File: config.mk
export PLATFORM = sky130hd
export DESIGN_NAME = dff_reg_arbiter
export DESIGN_NICKNAME = d
export VERILOG_FILES = /design/src/rtl/dff_reg_arbiter.sv
export SDC_FILE = /design/constraint.sdc
export NUM_CORES = 1
export LEC_CHECK = 0
export CAP_MARGIN = 10
export CORE_ASPECT_RATIO = 0.7
export CORE_MARGIN = 3
export CORE_UTILIZATION = 30
export DETAILED_ROUTE_END_ITERATION = 8
export PLACE_DENSITY = 0.66
export SLEW_MARGIN = 20
export SYNTH_ARGS = -nofsm -noshare
export SYNTH_HDL_FRONTEND = slang
export SYNTH_SLANG_ARGS = --single-unit
File: constraint.sdc
create_clock -name clock -period 3.7 [get_ports clock]
set_input_delay 0.555 -clock clock [delete_from_list [all_inputs] [get_ports clock]]
set_output_delay 0.555 -clock clock [all_outputs]
set_load 0.1 [all_outputs]
File: src/rtl/dff_reg_arbiter.sv
// dff_reg_arbiter: round-robin write arbiter in front of a shared WIDTH-bit register.
// One requester per clock may load the register. Its data is captured on the same
// edge that raises its one-cycle grant pulse.
module dff_reg_arbiter #(
    parameter  int WIDTH = 8,
    parameter  int NREQ  = 4,
    localparam int IDXW  = $clog2(NREQ)
) (
    input  logic                  clock,
    input  logic                  reset,
    input  logic [NREQ-1:0]       req,
    input  logic [NREQ*WIDTH-1:0] d_in,
    output logic [NREQ-1:0]       grant,
    output logic [IDXW-1:0]       owner,
    output logic                  valid,
    output logic [WIDTH-1:0]      Q_out,
    output logic [WIDTH-1:0]      Qb_out
);

    // Requester with the highest priority for the next arbitration.
    logic [IDXW-1:0]  ptr;

    // Combinational arbitration results for the upcoming edge.
    logic [NREQ-1:0]  eff;
    logic             found;
    logic [IDXW-1:0]  winIdx;
    logic [NREQ-1:0]  grantNext;
    logic [WIDTH-1:0] winData;
    logic [IDXW-1:0]  ptrNext;

    // Mask last cycle's winner, then pick the first active request at or after ptr with wrap.
    always_comb begin
        int idx;
        eff       = req & ~grant;
        found     = 1'b0;
        winIdx    = '0;
        grantNext = '0;
        winData   = '0;
        idx       = 0;
        for (int k = 0; k < NREQ; k++) begin
            idx = int'(ptr) + k;
            if (idx >= NREQ) begin
                idx = idx - NREQ;
            end
            if (!found && eff[idx]) begin
                found          = 1'b1;
                winIdx         = IDXW'(idx);
                grantNext[idx] = 1'b1;
                winData        = d_in[idx*WIDTH +: WIDTH];
            end
        end
    end

    // The requester just after the winner gets top priority next; the last index wraps to zero.
    always_comb begin
        ptrNext = ptr;
        if (found) begin
            if (int'(winIdx) == NREQ - 1) begin
                ptrNext = '0;
            end else begin
                ptrNext = winIdx + 1'b1;
            end
        end
    end

    // State register: reset takes precedence over any request in the same cycle.
    always_ff @(posedge clock) begin
        if (reset) begin
            Q_out <= '0;
            grant <= '0;
            owner <= '0;
            valid <= 1'b0;
            ptr   <= '0;
        end else if (found) begin
            Q_out <= winData;
            grant <= grantNext;
            owner <= winIdx;
            valid <= 1'b1;
            ptr   <= ptrNext;
        end else begin
            grant <= '0;
        end
    end

    // The complement is taken straight from the register, so it always matches Q_out.
    assign Qb_out = ~Q_out;

endmodule

# [Word-level counts from Yosys, hierarchy flattened]
# Index checks and enable logic that the tools add are counted.
[totals] ff_bits=17 input_bits=38 out_inout_bits=23 wordCells=89
[classes] addsub=8 n_lt_le_gt_ge=12 eq_ne=1 shift=4 n_mux=41 bitwise=7 n_reduce_logical=11
[ops] op="greater-or-equal comparator 32 x 1 -> 1 bit, second input constant" n=4
[ops] op="< comparator 32 x 4 -> 1 bit, second input constant" n=4
[ops] op="2-to-1 mux 32 bit" n=4
[ops] op="variable part select 32 x 32 -> 8 bit" n=4
[ops] op="2-to-1 mux 8 bit" n=4
[ops] op="2-to-1 mux 1 bit" n=16
[ops] op="2-to-1 mux 4 bit" n=4
[ops] op="bitwise OR 4 bit" n=3
[ops] op="subtractor 3 x 3 -> 4 bit, second input constant" n=3
[ops] op="2-to-1 mux 2 bit" n=5
[ops] op="greater-or-equal comparator 3 bit, second input constant" n=3
[ops] op="binary-select mux 1 bit (select 2 bit)" n=4
[ops] op="demux 1 bit (select 2 bit)" n=4
[ops] op="NOT 8 bit" n=1
[ops] op="logical AND 1 bit" n=7
[ops] op="adder 2 x 2 -> 3 bit, second input constant" n=2
[ops] op="bitwise AND 4 bit" n=1
[ops] op="NOT 4 bit" n=1
[ops] op="subtractor 2 x 3 -> 4 bit, second input constant" n=1
[ops] op="adder 2 x 1 -> 3 bit, second input constant" n=1
[ops] op="greater-or-equal comparator 2 x 3 -> 1 bit, second input constant" n=1
[ops] op="zero test 1 bit" n=3
[ops] op="adder 2 x 1 -> 2 bit, second input constant" n=1
[ops] op="== test 2 x 1 -> 1 bit, second input constant" n=1
[ops] op="2 further kinds" n=2

# [Logic depth before layout (Yosys ltp)]
[depth] ltp_word=17 mapped_depth=12 ltp_nobuf=10

# [Least setup slack after synthesis]
# OpenSTA, ideal clock, no wires.
[synth_timing] path_kind="reg2reg" start="register grant[0]" end="register ptr[0]" setup_time_ps=74 arrival_time_ps=2739 required_ps=3626 slack_ps=887 stages_incl_launch_ff=8 n_path_buf=0 synth_period_minus_slack_ps=2813 path_cell_list="dfxtp_1 -> nor2b_2 -> mux4_2 -> o21bai_1 -> a22o_1 -> ha_1 -> or3_1 -> a31oi_1"
[synth_via] elab_chain_cells=17 elab_cells_between_ends=31 classes_between="add/sub: 1; eq/ne: 1; mux: 21; bitwise: 2; reduce/logical: 6"
[synth_lines] item="start, declared" line_no="13" text="output logic [NREQ-1:0] grant,"
[synth_lines] item="start signal, assigned" line_no="76" text="grant <= grantNext;"
[synth_lines] item="NOT 4 bit (*)" line_no="34" text="eff = req & ~grant;"
[synth_lines] item="bitwise AND 4 bit (*)" line_no="34"
[synth_lines] item="binary-select mux 1 bit (select 2 bit)" line_no="45" text="if (!found && eff[idx]) begin"
[synth_lines] item="2-to-1 mux 1 bit (implied by the code) (2 in a row)" line_no="45"
[synth_lines] item="2-to-1 mux 1 bit" line_no="45"
[synth_lines] item="zero test 1 bit" line_no="45"
[synth_lines] item="logical AND 1 bit" line_no="45"
[synth_lines] item="2-to-1 mux 1 bit" line_no="45"
[synth_lines] item="zero test 1 bit" line_no="45"
[synth_lines] item="logical AND 1 bit" line_no="45"
[synth_lines] item="2-to-1 mux 1 bit" line_no="45"
[synth_lines] item="zero test 1 bit" line_no="45"
[synth_lines] item="logical AND 1 bit" line_no="45"
[synth_lines] item="2-to-1 mux 2 bit (*)" line_no="45"
[synth_lines] item="via winIdx[0]" line_no="26" text="logic [IDXW-1:0] winIdx;"
[synth_lines] item="adder 2 x 1 -> 2 bit or == test 2 x 1 -> 1 bit (tied branches)" line_no="61, 58"
[synth_lines] item="2-to-1 mux 2 bit (*)" line_no="58" text="if (int'(winIdx) == NREQ - 1) begin"
[synth_lines] item="end signal, assigned" line_no="79" text="ptr <= ptrNext;"
[synth_lines] item="end, declared" line_no="21" text="logic [IDXW-1:0] ptr;"
# The timed path passes the listed nets; every way through them passes the cells marked *. The select of a mux whose other input is x is not followed.
# A chain may end at the register's enable or synchronous reset.

# [Worst setup path in the final report]
[layout_timing] start="input req[3]" end="register ptr[0]"
[layout_via] elab_chain_cells=16 elab_cells_between_ends=30 classes_between="add/sub: 1; eq/ne: 1; mux: 21; bitwise: 1; reduce/logical: 6"
[layout_lines] item="start, declared" line_no="11" text="input logic [NREQ-1:0] req,"
[layout_lines] item="bitwise AND 4 bit (*)" line_no="34"
[layout_lines] item="binary-select mux 1 bit (select 2 bit)" line_no="45"
[layout_lines] item="2-to-1 mux 1 bit (implied by the code) (2 in a row)" line_no="45"
[layout_lines] item="2-to-1 mux 1 bit" line_no="45"
[layout_lines] item="zero test 1 bit" line_no="45"
[layout_lines] item="logical AND 1 bit" line_no="45"
[layout_lines] item="2-to-1 mux 1 bit" line_no="45"
[layout_lines] item="zero test 1 bit" line_no="45"
[layout_lines] item="logical AND 1 bit" line_no="45"
[layout_lines] item="2-to-1 mux 1 bit" line_no="45"
[layout_lines] item="zero test 1 bit" line_no="45"
[layout_lines] item="logical AND 1 bit" line_no="45"
[layout_lines] item="2-to-1 mux 2 bit (*)" line_no="45"
[layout_lines] item="via winIdx[0]" line_no="26"
[layout_lines] item="adder 2 x 1 -> 2 bit or == test 2 x 1 -> 1 bit (tied branches)" line_no="61, 58"
[layout_lines] item="2-to-1 mux 2 bit (*)" line_no="58"
# Marked as above.

==> flow_summary_export.csv <==
group,metric,value,unit
grt,met1_usage,22.2,%
grt,grt_usage,14.6,%
grt,overflow,0,
critical_path,cp_data_required_time,3.87,ns
sta,setup_viol,0,
drt,drtPass1Iterations,4,
drt,vias,2013,
power_and_ir_drop,power.switching,1.62,mW
placement,post-dp-hpwl,4750,um
grt,use_met3,1.63,%
cells_and_area,n_fill_cell,640,
sta,hold_viol_final,0,
drt,antenna_left,0,
power_and_ir_drop,p_int,1.12,mW
power_and_ir_drop,seq_power_share,11.8,%
sta,hold-worst-slack,0.445,ns
placement,port-buffer-count,60,
cells_and_area,layoutNonFillerInstCount,359,
clock_network,clk_latency,0.25,ns
grt,grt_pass1_wl,9450,um
die,start_util,32.0,%
power_and_ir_drop,clockPowerShare,5.1,%
die,io_pins,61,
power_and_ir_drop,sw_frac_of_total,59.1,%
clock_network,cts_setup_buffers,0,
critical_path,path_class,"input port to flop",
power_and_ir_drop,power.density,998,nW/um2
sta,drv_slew,0,
clock_network,htree_num_levels,1,
power_and_ir_drop,finalPower,2.75,mW
clock_network,cts_tree,"built",
sta,tightest_slew,0.978,ns
die,die_area,7900,um2
hold_path,hold_path_class,"flop to flop",
critical_path,end_kind,"flop",
die,die_width,105,um
power_and_ir_drop,irDropWorstVdd,441,uV
power_and_ir_drop,p_leak,0.962,nW
yosys,synth-edff-count,0,
yosys,syn_inst,220,
clock_network,clkTransAtPathRegs,0.07,ns
power_and_ir_drop,combinationalPowerShare,83.0,%
clock_network,ctsResizeCount,0,
grt,antenna_found_initial,0,
drt,post-route-drc-count,0,
critical_path,crit_path_max_fanout,10,
clock_network,cts_buffers,3,
yosys,yosysSeqAreaShare,16.6,%
yosys,async_flop_share,0,%
drt,drtIter0Drc,166,
yosys,synth-seq-cells,17,
drt,drt_wl_total,5990,um
drt,wl_per_cell,16.7,um
clock_network,ctsHoldBuffers,0,
clock_network,clockRootBuffer,"clkbuf_8",
die,rows,24,
sta,final.period_utilization,75.7,%
hold_path,min_path_cells,2,
placement,dp_cells,355,
outcome,status,"finished clean",
yosys,ys_warn_count,0,
cells_and_area,area_delta_synth_final,33.9,%
critical_path,r2r_slack,1.05,ns
drt,vias_per_cell,5.61,
critical_path,worst_r2r_path_depth,7,
sta,clock.fmax,0.357,GHz
grt,met2_usage,22.8,%
flow_run,maxCapViolations,0,
yosys,synthFlopType,"dfxtp_1",
die,die_h,75.3,um
sta,clock_skew,0.00603,ns
yosys,syn_area,2060,um2
cells_and_area,fin_nets,315,
yosys,synth_area_per_cell,9.34,um2
critical_path,timing.rr.start,"ptr[0]",
cells_and_area,final_cell_mix,"clkdlybuf4s50_1 (60), a211oi_1 (25), nor2_1 (23)",
hold_path,worstHoldStart,"valid",
hold_path,hold_end,"valid",
sta,period_minus_slack,2.80,ns
yosys,synth_fp_nets,266,
placement,gp_congestion,0.828,
yosys,ys_types,38,
sta,final.setup.tns,0,ns
grt,busiest_layer,"met2",
die,core,6430,um2
sta,max-slew-margin-rel,34.6,%
critical_path,arrival,2.97,ns
clock_network,cts_buffer_depth,2,
grt,grt_pass1_vias,1831,
grt,grt_max_degree,42,
critical_path,start_kind,"input port",
cells_and_area,final_common_cell,"clkdlybuf4s50_1",
cells_and_area,drive_gt1_share,17.9,%
clock_network,cts_sinks,17,
sta,rsz0062_at_grt,"no",
cells_and_area,n_antenna_cell,0,
critical_path,reg2reg_to,"ptr[0]",
-- cells in the mapped netlist (2+ instances only) --
cell type	count	share of area [%]
dfxtp_1	17	17
mux2_2	8	4.4
a211oi_1	25	9.1
a21oi_1	12	2.9
o21ai_0	5	1.2
buf_1	3	0.55
o2bb2ai_1	4	1.7
nor3_1	8	1.9
nand2_1	12	2.2
or3_1	3	0.91
mux2i_1	9	4.4
o32ai_1	7	3.0
nand2b_1	2	0.61
or2b_1	2	0.73
nor2_1	23	4.2
mux4_2	21	23
clkbuf_1	6	1.1
inv_1	12	2.2
ha_1	8	4.9
a221oi_1	4	1.7
nor2b_4	2	1.3
nor2b_2	2	0.85
buf_2	10	2.4
-- cell families (layout without fill, tap and decap cells) --
kind of cell / after synthesis / count (layout) / synth area share, %
and+or+nand+nor: 58 / 58 / 15.1
DFF: 17 / 17 / 16.6
muxes: 39 / 39 / 33.0
AOI/OAI and AO/OA: 65 / 65 / 23.3
adders and majority gates: 8 / 8 / 4.87
buffers and inverters: 33 / 81 / 7.12
-- worst max-delay path by stage --
stage / start / endpoint / slack, ns / cells after the start
finish: req[3] / ptr[0] / 0.90 / 8
global route: req[3] / ptr[0] / 0.80 / 8
CTS: req[3] / ptr[0] / 0.93 / 8
detailed placement: req[0] / ptr[0] / 0.69 / 8
global placement: req[0] / ptr[0] / 0.75 / 8
floorplan: grant[0] / ptr[0] / 0.89 / 7
-- cell type report --
| cell class | instances | area [um2] | area share [%] |
|---|---|---|---|
| clock buffers | 3 | 41.3 | 1.50 |
| multi-input cells | 170 | 1570 | 57.0 |
| flip-flops and latches | 17 | 342 | 12.4 |
| inverters | 13 | 51.3 | 1.86 |
| repair buffers | 64 | 631 | 22.9 |
| clock inverters | 1 | 5.00 | 0.182 |
| well taps | 91 | 114 | 4.14 |
-- registers in the layout, summed over array words and instances, names as in the netlist --
name / count
valid: 1
Q_out: 8
owner: 2
ptr: 2
grant: 4
-- per-stage QoR --
step                utilization (%)  instance area [um2]  worst slack, ns
floorplan                         -                 2060            0.887
global placement               42.1                 2710            0.752
detailed placement             42.1                 2710            0.685
CTS                            42.8                 2750            0.934
global route                   42.8                 2750            0.801
finish                         42.8                 2750            0.900
-- worst max-delay path, cell delays in order --
cell and delay [ns]:
clkdlybuf4s50_1 0.48, nor2b_2 0.25, mux4_1 0.55, o21bai_1 0.17, a22o_1 0.25, ha_1 0.21, or3_1 0.35, a31oi_1 0.15
-- layer usage --
layer / wire length, um / vias to the layer above
met1: 2940 / 977
met3: 354 / 4
met4: 51 / 0
met2: 2640 / 75
li1: - / 957
met5: 0 / -
-- power by group through the flow --
| stage | logic [mW] | registers (mW) | clock network (mW) |
|---|---|---|---|
| global route | 2.44 | 0.336 | 0.152 |
| finish | 2.28 | 0.324 | 0.141 |
| global placement | 2.25 | 0.329 | 0 |
| detailed placement | 2.28 | 0.329 | 0 |
| CTS | 2.28 | 0.326 | 0.143 |
| floorplan | 1.41 | 0.737 | 0 |
No activity file was read; power rests on OpenSTA's default activity.
